### src/rtl/key_pkg.sv
// Shared types and key index constants for the key_debounce block.
package key_pkg;

  typedef enum logic [1:0] {
    REL     = 2'd0,
    REL_CHK = 2'd1,
    PRS     = 2'd2,
    PRS_CHK = 2'd3
  } key_st_t;

  localparam int unsigned KEY_RIGHT = 0;
  localparam int unsigned KEY_LEFT  = 1;
  localparam int unsigned KEY_FIRE  = 2;

endpackage

### src/rtl/key_debounce_ch.sv
// One key channel: 2-flop synchronizer, debounce FSM and press/release strobes.
// Auto-repeat on long hold is built only when KEY_AUTOREPEAT_EN is defined.
import key_pkg::*;

module key_debounce_ch #(
  parameter int unsigned DEBOUNCE_CYCLES = 500000
`ifdef KEY_AUTOREPEAT_EN
  ,
  parameter int unsigned REPEAT_DELAY    = 25000000,
  parameter int unsigned REPEAT_PERIOD   = 5000000
`endif
) (
  input  logic clk,
  input  logic rst,
  input  logic key_n,
  output logic key_state,
  output logic key_press,
  output logic key_rel
);

  localparam int unsigned CNT_W = (DEBOUNCE_CYCLES > 1) ? $clog2(DEBOUNCE_CYCLES) : 1;
  localparam logic [CNT_W-1:0] CNT_LAST = CNT_W'(DEBOUNCE_CYCLES - 1);
  localparam logic [CNT_W-1:0] CNT_ONE  = CNT_W'(1);

  logic             sync1;
  logic             sync2;
  logic             s;
  key_st_t          st_q;
  key_st_t          st_d;
  logic [CNT_W-1:0] cnt_q;
  logic [CNT_W-1:0] cnt_d;
  logic             press_d;
  logic             rel_d;
  logic             state_d;
  logic             rpt_d;

  // Pin synchronizer; resets to the released level.
  always_ff @(posedge clk) begin
    if (rst) begin
      sync1 <= 1'b1;
      sync2 <= 1'b1;
    end else begin
      sync1 <= key_n;
      sync2 <= sync1;
    end
  end

  assign s = ~sync2;

  // The sample that leaves a stable state counts as the first stable cycle.
  always_comb begin
    st_d    = st_q;
    cnt_d   = cnt_q;
    press_d = 1'b0;
    rel_d   = 1'b0;
    case (st_q)
      REL: begin
        if (s) begin
          st_d  = REL_CHK;
          cnt_d = CNT_ONE;
        end
      end
      REL_CHK: begin
        if (!s) begin
          st_d  = REL;
          cnt_d = '0;
        end else if (cnt_q == CNT_LAST) begin
          st_d    = PRS;
          cnt_d   = '0;
          press_d = 1'b1;
        end else begin
          cnt_d = cnt_q + CNT_ONE;
        end
      end
      PRS: begin
        if (!s) begin
          st_d  = PRS_CHK;
          cnt_d = CNT_ONE;
        end
      end
      PRS_CHK: begin
        if (s) begin
          st_d  = PRS;
          cnt_d = '0;
        end else if (cnt_q == CNT_LAST) begin
          st_d  = REL;
          cnt_d = '0;
          rel_d = 1'b1;
        end else begin
          cnt_d = cnt_q + CNT_ONE;
        end
      end
      default: begin
        st_d  = REL;
        cnt_d = '0;
      end
    endcase
  end

  assign state_d = (st_d == PRS) || (st_d == PRS_CHK);

`ifdef KEY_AUTOREPEAT_EN
  localparam int unsigned HOLD_W = (REPEAT_DELAY > 1) ? $clog2(REPEAT_DELAY) : 1;
  localparam logic [HOLD_W-1:0] HOLD_LAST   = HOLD_W'(REPEAT_DELAY - 1);
  localparam logic [HOLD_W-1:0] HOLD_RELOAD = HOLD_W'(REPEAT_DELAY - REPEAT_PERIOD);
  localparam logic [HOLD_W-1:0] HOLD_ONE    = HOLD_W'(1);

  logic [HOLD_W-1:0] hold_q;
  logic [HOLD_W-1:0] hold_d;

  // Hold timer: runs only in steady PRS, freezes during PRS_CHK, clears on release.
  always_comb begin
    hold_d = hold_q;
    rpt_d  = 1'b0;
    if ((st_q == PRS) && s) begin
      if (hold_q == HOLD_LAST) begin
        rpt_d  = 1'b1;
        hold_d = HOLD_RELOAD;
      end else begin
        hold_d = hold_q + HOLD_ONE;
      end
    end
    if (st_d == REL) begin
      hold_d = '0;
    end
  end

  always_ff @(posedge clk) begin
    if (rst) begin
      hold_q <= '0;
    end else begin
      hold_q <= hold_d;
    end
  end
`else
  assign rpt_d = 1'b0;
`endif

  // State, counter and registered outputs.
  always_ff @(posedge clk) begin
    if (rst) begin
      st_q      <= REL;
      cnt_q     <= '0;
      key_state <= 1'b0;
      key_press <= 1'b0;
      key_rel   <= 1'b0;
    end else begin
      st_q      <= st_d;
      cnt_q     <= cnt_d;
      key_state <= state_d;
      key_press <= press_d | rpt_d;
      key_rel   <= rel_d;
    end
  end

endmodule

### src/rtl/key_debounce.sv
// Debounces N_KEYS active-low push-button pins into clean levels and strobes.
// Define KEY_AUTOREPEAT_EN to add hold-to-repeat press strobes.
import key_pkg::*;

module key_debounce #(
  parameter int unsigned N_KEYS          = 3,
  parameter int unsigned DEBOUNCE_CYCLES = 500000
`ifdef KEY_AUTOREPEAT_EN
  ,
  parameter int unsigned REPEAT_DELAY    = 25000000,
  parameter int unsigned REPEAT_PERIOD   = 5000000
`endif
) (
  input  logic              clk,
  input  logic              rst,
  input  logic [N_KEYS-1:0] key_n_i,
  output logic [N_KEYS-1:0] key_state_o,
  output logic [N_KEYS-1:0] key_press_o,
  output logic [N_KEYS-1:0] key_rel_o
);

  // Fully independent channel per key.
  for (genvar k = 0; k < N_KEYS; k++) begin : g_key
    key_debounce_ch #(
      .DEBOUNCE_CYCLES(DEBOUNCE_CYCLES)
`ifdef KEY_AUTOREPEAT_EN
      ,
      .REPEAT_DELAY   (REPEAT_DELAY),
      .REPEAT_PERIOD  (REPEAT_PERIOD)
`endif
    ) u_ch (
      .clk      (clk),
      .rst      (rst),
      .key_n    (key_n_i[k]),
      .key_state(key_state_o[k]),
      .key_press(key_press_o[k]),
      .key_rel  (key_rel_o[k])
    );
  end

endmodule
### config.mk
export PLATFORM = sky130hd
export DESIGN_NAME = key_debounce
export DESIGN_NICKNAME = d
export VERILOG_FILES = /design/src/rtl/key_pkg.sv /design/src/rtl/key_debounce_ch.sv /design/src/rtl/key_debounce.sv
export SDC_FILE = /design/constraint.sdc
export NUM_CORES = 1
export LEC_CHECK = 0
export BUFFER_PORTS_ARGS = -buffer_cell sky130_fd_sc_hd__buf_2
export CAP_MARGIN = 20
export CORE_MARGIN = 2
export CORE_UTILIZATION = 55
export DETAILED_ROUTE_END_ITERATION = 10
export PLACE_DENSITY = 0.86
export SLEW_MARGIN = 15
export SYNTH_ARGS = -nofsm -noshare
export SYNTH_HDL_FRONTEND = slang
export SYNTH_SLANG_ARGS = --single-unit
### constraint.sdc
create_clock -name clk -period 2.1 [get_ports clk]
set_clock_uncertainty 0.15 [all_clocks]
set_input_delay 0.105 -clock clk [delete_from_list [all_inputs] [get_ports clk]]
set_output_delay 0.105 -clock clk [all_outputs]
set_load 0.02 [all_outputs]
* After elaboration in Yosys (flattened, before gate mapping)
Cells that the tools add are included.
Storage, ports and cells: word-level logic and storage cells 114, output and inout port bits 9, flip-flop bits (word level) 78
Cells by class: bitwise gates (word level) 9, add/subtract/negate cells 3, equal/unequal tests 24, reductions and logical operators 15, muxes and demuxes 42
Operators with widths (number):
- 19-bit two-way mux | 15
- 19-bit one-hot mux with 4 select lines | 3
- 19-bit by 1-bit adder with 19-bit output (second input constant) | 3
- 19-bit == test (second input constant) | 3
- 2-bit two-way mux | 18
- 2-bit == test (second input constant) | 12
- 2-bit one-hot mux with 4 select lines | 3
- 3-bit OR reduction | 6
- 1-bit inverter | 9
- 2-bit by 1-bit == test with 1-bit output (second input constant) | 3
- 2-bit zero test | 3
- 2-bit by 1-bit != test with 1-bit output (second input constant) | 3
- 2-bit != test (second input constant) | 3
- 2-bit AND reduction | 3
- 1-bit logical OR | 3
- 1-bit two-way mux | 3

* Logic depth before layout (Yosys ltp)
word-level depth 6, depth in mapped cells 8

* Modules after synthesis
Synthesis repeated with hierarchy kept, for this count alone.
Second synthesis, totals: cells, all modules 426, area, all modules 3851.2 um2
By module, submodules not included:
- key_debounce_ch (g_key[0].u_ch) | area each 1341.3 um2, sequential area each 520.5 um2, cells an instance 147, instances 1
- key_debounce_ch (g_key[1].u_ch) | area each 1317.5 um2, sequential area each 520.5 um2, cells an instance 148, instances 1
- key_debounce_ch (g_key[2].u_ch) | area each 1192.4 um2, sequential area each 520.5 um2, cells an instance 131, instances 1

* Worst setup path after synthesis
OpenSTA, ideal clock, no wires.
path type flip-flop to flip-flop, start register g_key[2].u_ch.cnt_q[0], end register g_key[2].u_ch.cnt_q[12], setup time 72 ps, required time 1878 ps, stages on the path, launching flop included 8, clock period less this slack 2019 ps, data arrival time 1797 ps, buffers on the path 1, path slack 81 ps, cells stage by stage dfxtp_1 -> ha_1 -> and3_1 -> and4_1 -> a211oi_2 -> buf_2 -> a21oi_1 -> mux2i_1
On the way: cells in the longest elaborated chain, start to end 4, elaborated cells on any way between the ends 6
Ends and longest elaborated chain:
- from (decl) | RTL line key_debounce_ch.sv:30 | logic [CNT_W-1:0] cnt_q;
- from (signal assigned) | RTL line key_debounce_ch.sv:149 | cnt_q <= cnt_d;
- 19-bit by 1-bit adder with 19-bit output or 19-bit == test (tied branches)
- 19-bit two-way mux * | RTL line key_debounce_ch.sv:67, key_debounce_ch.sv:85
- 19-bit two-way mux, on equally long branches | RTL line key_debounce_ch.sv:82, key_debounce_ch.sv:64
- 19-bit one-hot mux with 4 select lines * | RTL line key_debounce_ch.sv:56 | case (st_q)
Mark *: on every way between the ends. The rest lies on a longest branch, timed or not. A chain may end at the register's enable or synchronous reset.

* Final worst setup path
start register g_key[0].u_ch.cnt_q[8], end register g_key[0].u_ch.cnt_q[3]
On the way: cells in the longest elaborated chain, start to end 4, elaborated cells on any way between the ends 5
Ends and longest elaborated chain (RTL line):
- from (decl) | key_debounce_ch.sv:30
- from (signal assigned) | key_debounce_ch.sv:149
- 19-bit == test * | key_debounce_ch.sv:67, key_debounce_ch.sv:85
- 19-bit two-way mux * | key_debounce_ch.sv:67, key_debounce_ch.sv:85
- 19-bit two-way mux, on equally long branches | key_debounce_ch.sv:82, key_debounce_ch.sv:64
- 19-bit one-hot mux with 4 select lines * | key_debounce_ch.sv:56
Marked as above.

==> flow_summary.json <==
{
  "outcome": "complete, no violations",
  "async_flop_share": 0,
  "fin_setup_tns_ns": 0,
  "path_clk_slew_ns": 0.09,
  "reg2reg_slack_ns": 0.07,
  "yosys.cell_count.top_type": "dfxtp_1",
  "min_period_over_period": 0.969,
  "r2r_start": "g_key[0].u_ch.cnt_q[8]",
  "synth.net_count": 436,
  "synth_top_area_frac": 0.425,
  "synth-xor-area-share": 0.0715,
  "power_w": 0.00261,
  "synth_compound_area_frac": 0.131,
  "cts_made_buffers": 9,
  "seq_area_frac_synth": 0.425,
  "viasPerCell": 6.02,
  "synth_top_family_by_area": "simple AND/OR/NAND/NOR gates",
  "rr_worst_depth": 5,
  "yosysWarnings": 0,
  "vdd_ir_drop_max_mv": 0.387,
  "post-route-util": 0.650,
  "clkPwrFrac": 0.389,
  "end_kind": "register",
  "overflow": 0,
  "hold_start": "g_key[0].u_ch.sync1",
  "cp_max_fo": 10,
  "drt_iter0_drc": 281,
  "antenna_found_initial": 0,
  "nets": 469,
  "synth.distinct_cells": 52,
  "synth_area_leaders": "dfxtp_1 42%, xnor2_1 5.5%, nor2_1 5.0%, nand3_1 3.5%, nand2_1 3.2%",
  "pwr-share-comb": 0.037,
  "hold_class": "reg -> reg",
  "grt_usage": 0.218,
  "power.share.switching": 0.247,
  "internal_power_w": 0.00196,
  "numPortBuffers": 13,
  "yosys-top-cells-count": "78 x dfxtp_1, 49 x nor2_1, 31 x nand2_1",
  "crit_required_ns": 2.19,
  "cts_buffer_depth": 2,
  "worst_pin_slew_ns": 0.682,
  "diodes": 0,
  "cp-start-kind": "register",
  "placedInstanceArea_mm2": 0.00391,
  "post-place-ws_ns": 0.0338,
  "dieHeight_um": 85.7,
  "synth_edf_count": 0,
  "path_class": "reg -> reg",
  "yosys.area.top_type": "dfxtp_1",
  "drcViolationCount": 0,
  "seq_power_share": 0.574,
  "maxCapViolCount": 0,
  "io_pins": 14,
  "p_leak_nw": 1.50,
  "hold_viol": 0,
  "p_sw_w": 0.000645,
  "die_area_mm2": 0.00735,
  "worstHoldPathCells": 1,
  "synthAdderAreaFrac": 0.0102,
  "coreArea_mm2": 0.00642,
  "clock.fmax_mhz": 492,
  "relSlewSlack": 0.544,
  "drt_pass1_iterations": 7,
  "syn2layout_area_growth_pct": 13.7,
  "synthMuxAreaShare": 0.0109,
  "grt_pass1_wl_um": 13100,
  "grt_pass1_vias": 3038,
  "worstHoldEndpoint": "g_key[0].u_ch.sync2",
  "cts_tree": "built",
  "synth-simple-area-share": 0.303,
  "worst_slack_ns": 0.0657,
  "fp.dieW_um": 85.7,
  "place.gp.congestion": 0.914,
  "power.density_mw_per_mm2": 624,
  "cts_max_level": 3,
  "grt_max_degree": 32,
  "syn_inst": 428,
  "synth_area_mm2": 0.00367,
  "clk-insertion-delay-late_ns": 0.34,
  "root_buffer": "clkbuf_8",
  "wl_um": 7830,
  "final-setup-viol-count": 0,
  "avgSynthCellArea_um2": 8.59,
  "arrival_ns": 2.12,
  "cts.sinks": 78,
  "num_vias": 3269,
  "drive_gt1_frac": 0.170,
  "r2r_end": "g_key[0].u_ch.cnt_q[3]",
  "period_needed_ns": 2.03,
  "slew_violations": 0,
  "initial_core_util": 0.572,
  "dp_hpwl_um": 5250,
  "cts_setup_buffers": 0,
  "rsz0062_at_grt": "no",
  "synth_ff_type": "dfxtp_1",
  "fin_area_mm2": 0.00418,
  "wl_per_cell_um": 14.4,
  "core.rowCount": 29,
  "synth_seq_cells": 78,
  "postRouteAntennaNets": 0
}
## flip-flops by register name, summed over array words and instances (netlist names)
register,flops
g_key.u_ch.cnt_q,57
g_key.u_ch.key_press,3
g_key.u_ch.key_rel,3
g_key.u_ch.key_state,3
g_key.u_ch.st_q,6
g_key.u_ch.sync1,3
g_key.u_ch.sync2,3
## repair_timing
item / CTS / global route
endpoints found under the hold margin: 9 / 0
endpoints found under the setup margin: 0 / 24
hold buffers: 4 / 0
gates resized for setup: 0 / 11
## worst max-delay path by stage
stage                              endpoint  cells past startpoint  slack, ns                    from
floorplan           g_key[2].u_ch.cnt_q[12]                      7       0.08  g_key[2].u_ch.cnt_q[0]
global placement     g_key[0].u_ch.cnt_q[3]                      5       0.09  g_key[0].u_ch.cnt_q[8]
detailed placement  g_key[0].u_ch.cnt_q[12]                      6       0.03  g_key[0].u_ch.cnt_q[1]
CTS                  g_key[0].u_ch.cnt_q[3]                      5       0.02  g_key[0].u_ch.cnt_q[6]
global route         g_key[2].u_ch.cnt_q[6]                      6       0.01     g_key[2].u_ch.sync2
finish               g_key[0].u_ch.cnt_q[3]                      5       0.07  g_key[0].u_ch.cnt_q[8]
## kinds of logic (layout without fill, tap and decap cells)
| family | count (synthesis) | in the layout |
|---|---|---|
| AO/OA/AOI/OAI | 70 | 70 |
| XOR/XNOR | 30 | 30 |
| adder cells (fa/ha/maj) | 3 | 3 |
| buffers and inverters | 37 | 75 |
| flip-flops | 78 | 78 |
| multiplexers | 4 | 4 |
| AND/OR/NAND/NOR | 206 | 206 |
## cell usage in the layout, fill, tap and decap left out, drive strengths merged, types with 10 or more instances in the layout
cell   instances
dfxtp         78
nor2          49
buf           39
nand2         31
nand3         27
xnor2         23
a21oi         20
inv           19
and3          18
nand4         16
nor3          15
o21ai         11
a31oi         10
## layout make-up
| type | instances | area (um^2) |
|---|---|---|
| clock inverter | 7 | 55.1 |
| sequential | 78 | 1560 |
| fill | 493 | 2250 |
| multi-input combinational | 313 | 1970 |
| inverter | 16 | 60.1 |
| clock buffer | 9 | 124 |
| timing repair buffer | 43 | 304 |
| tap | 77 | 96.3 |
## metal layers
metal	share of wire	wire length, um	up-vias	GRT usage
li1	-	-	1623	-
met1	0.45	3500	1495	0.283
met2	0.48	3770	141	0.359
met3	0.062	484	10	0.0452
met4	0.0097	76	0	0.0765
met5	0	0	-	0
## power groups by stage
stage	combinational [W]	sequential, W	clock (W)
floorplan	0.0000570	0.00153	0
global placement	0.0000832	0.00153	0
detailed placement	0.0000858	0.00153	0
CTS	0.0000916	0.00150	0.00104
global route	0.000105	0.00150	0.00110
finish	0.0000965	0.00150	0.00101
## worst max-delay path, stage by stage, from the launching register on
cell	delay [ns]
dfxtp_1	0.46
nor4b_1	0.38
and2_1	0.29
a21oi_4	0.14
and4_1	0.22
a311o_1	0.30
## stage by stage
step | instances | hold WS (ns)
finish | 543 | 0.267
global route | 543 | 0.282
CTS | 542 | 0.269
detailed placement | 522 | 0.140
global placement | 522 | 0.139
floorplan | 428 | 0.0588
(Power assumes the default switching activity.)
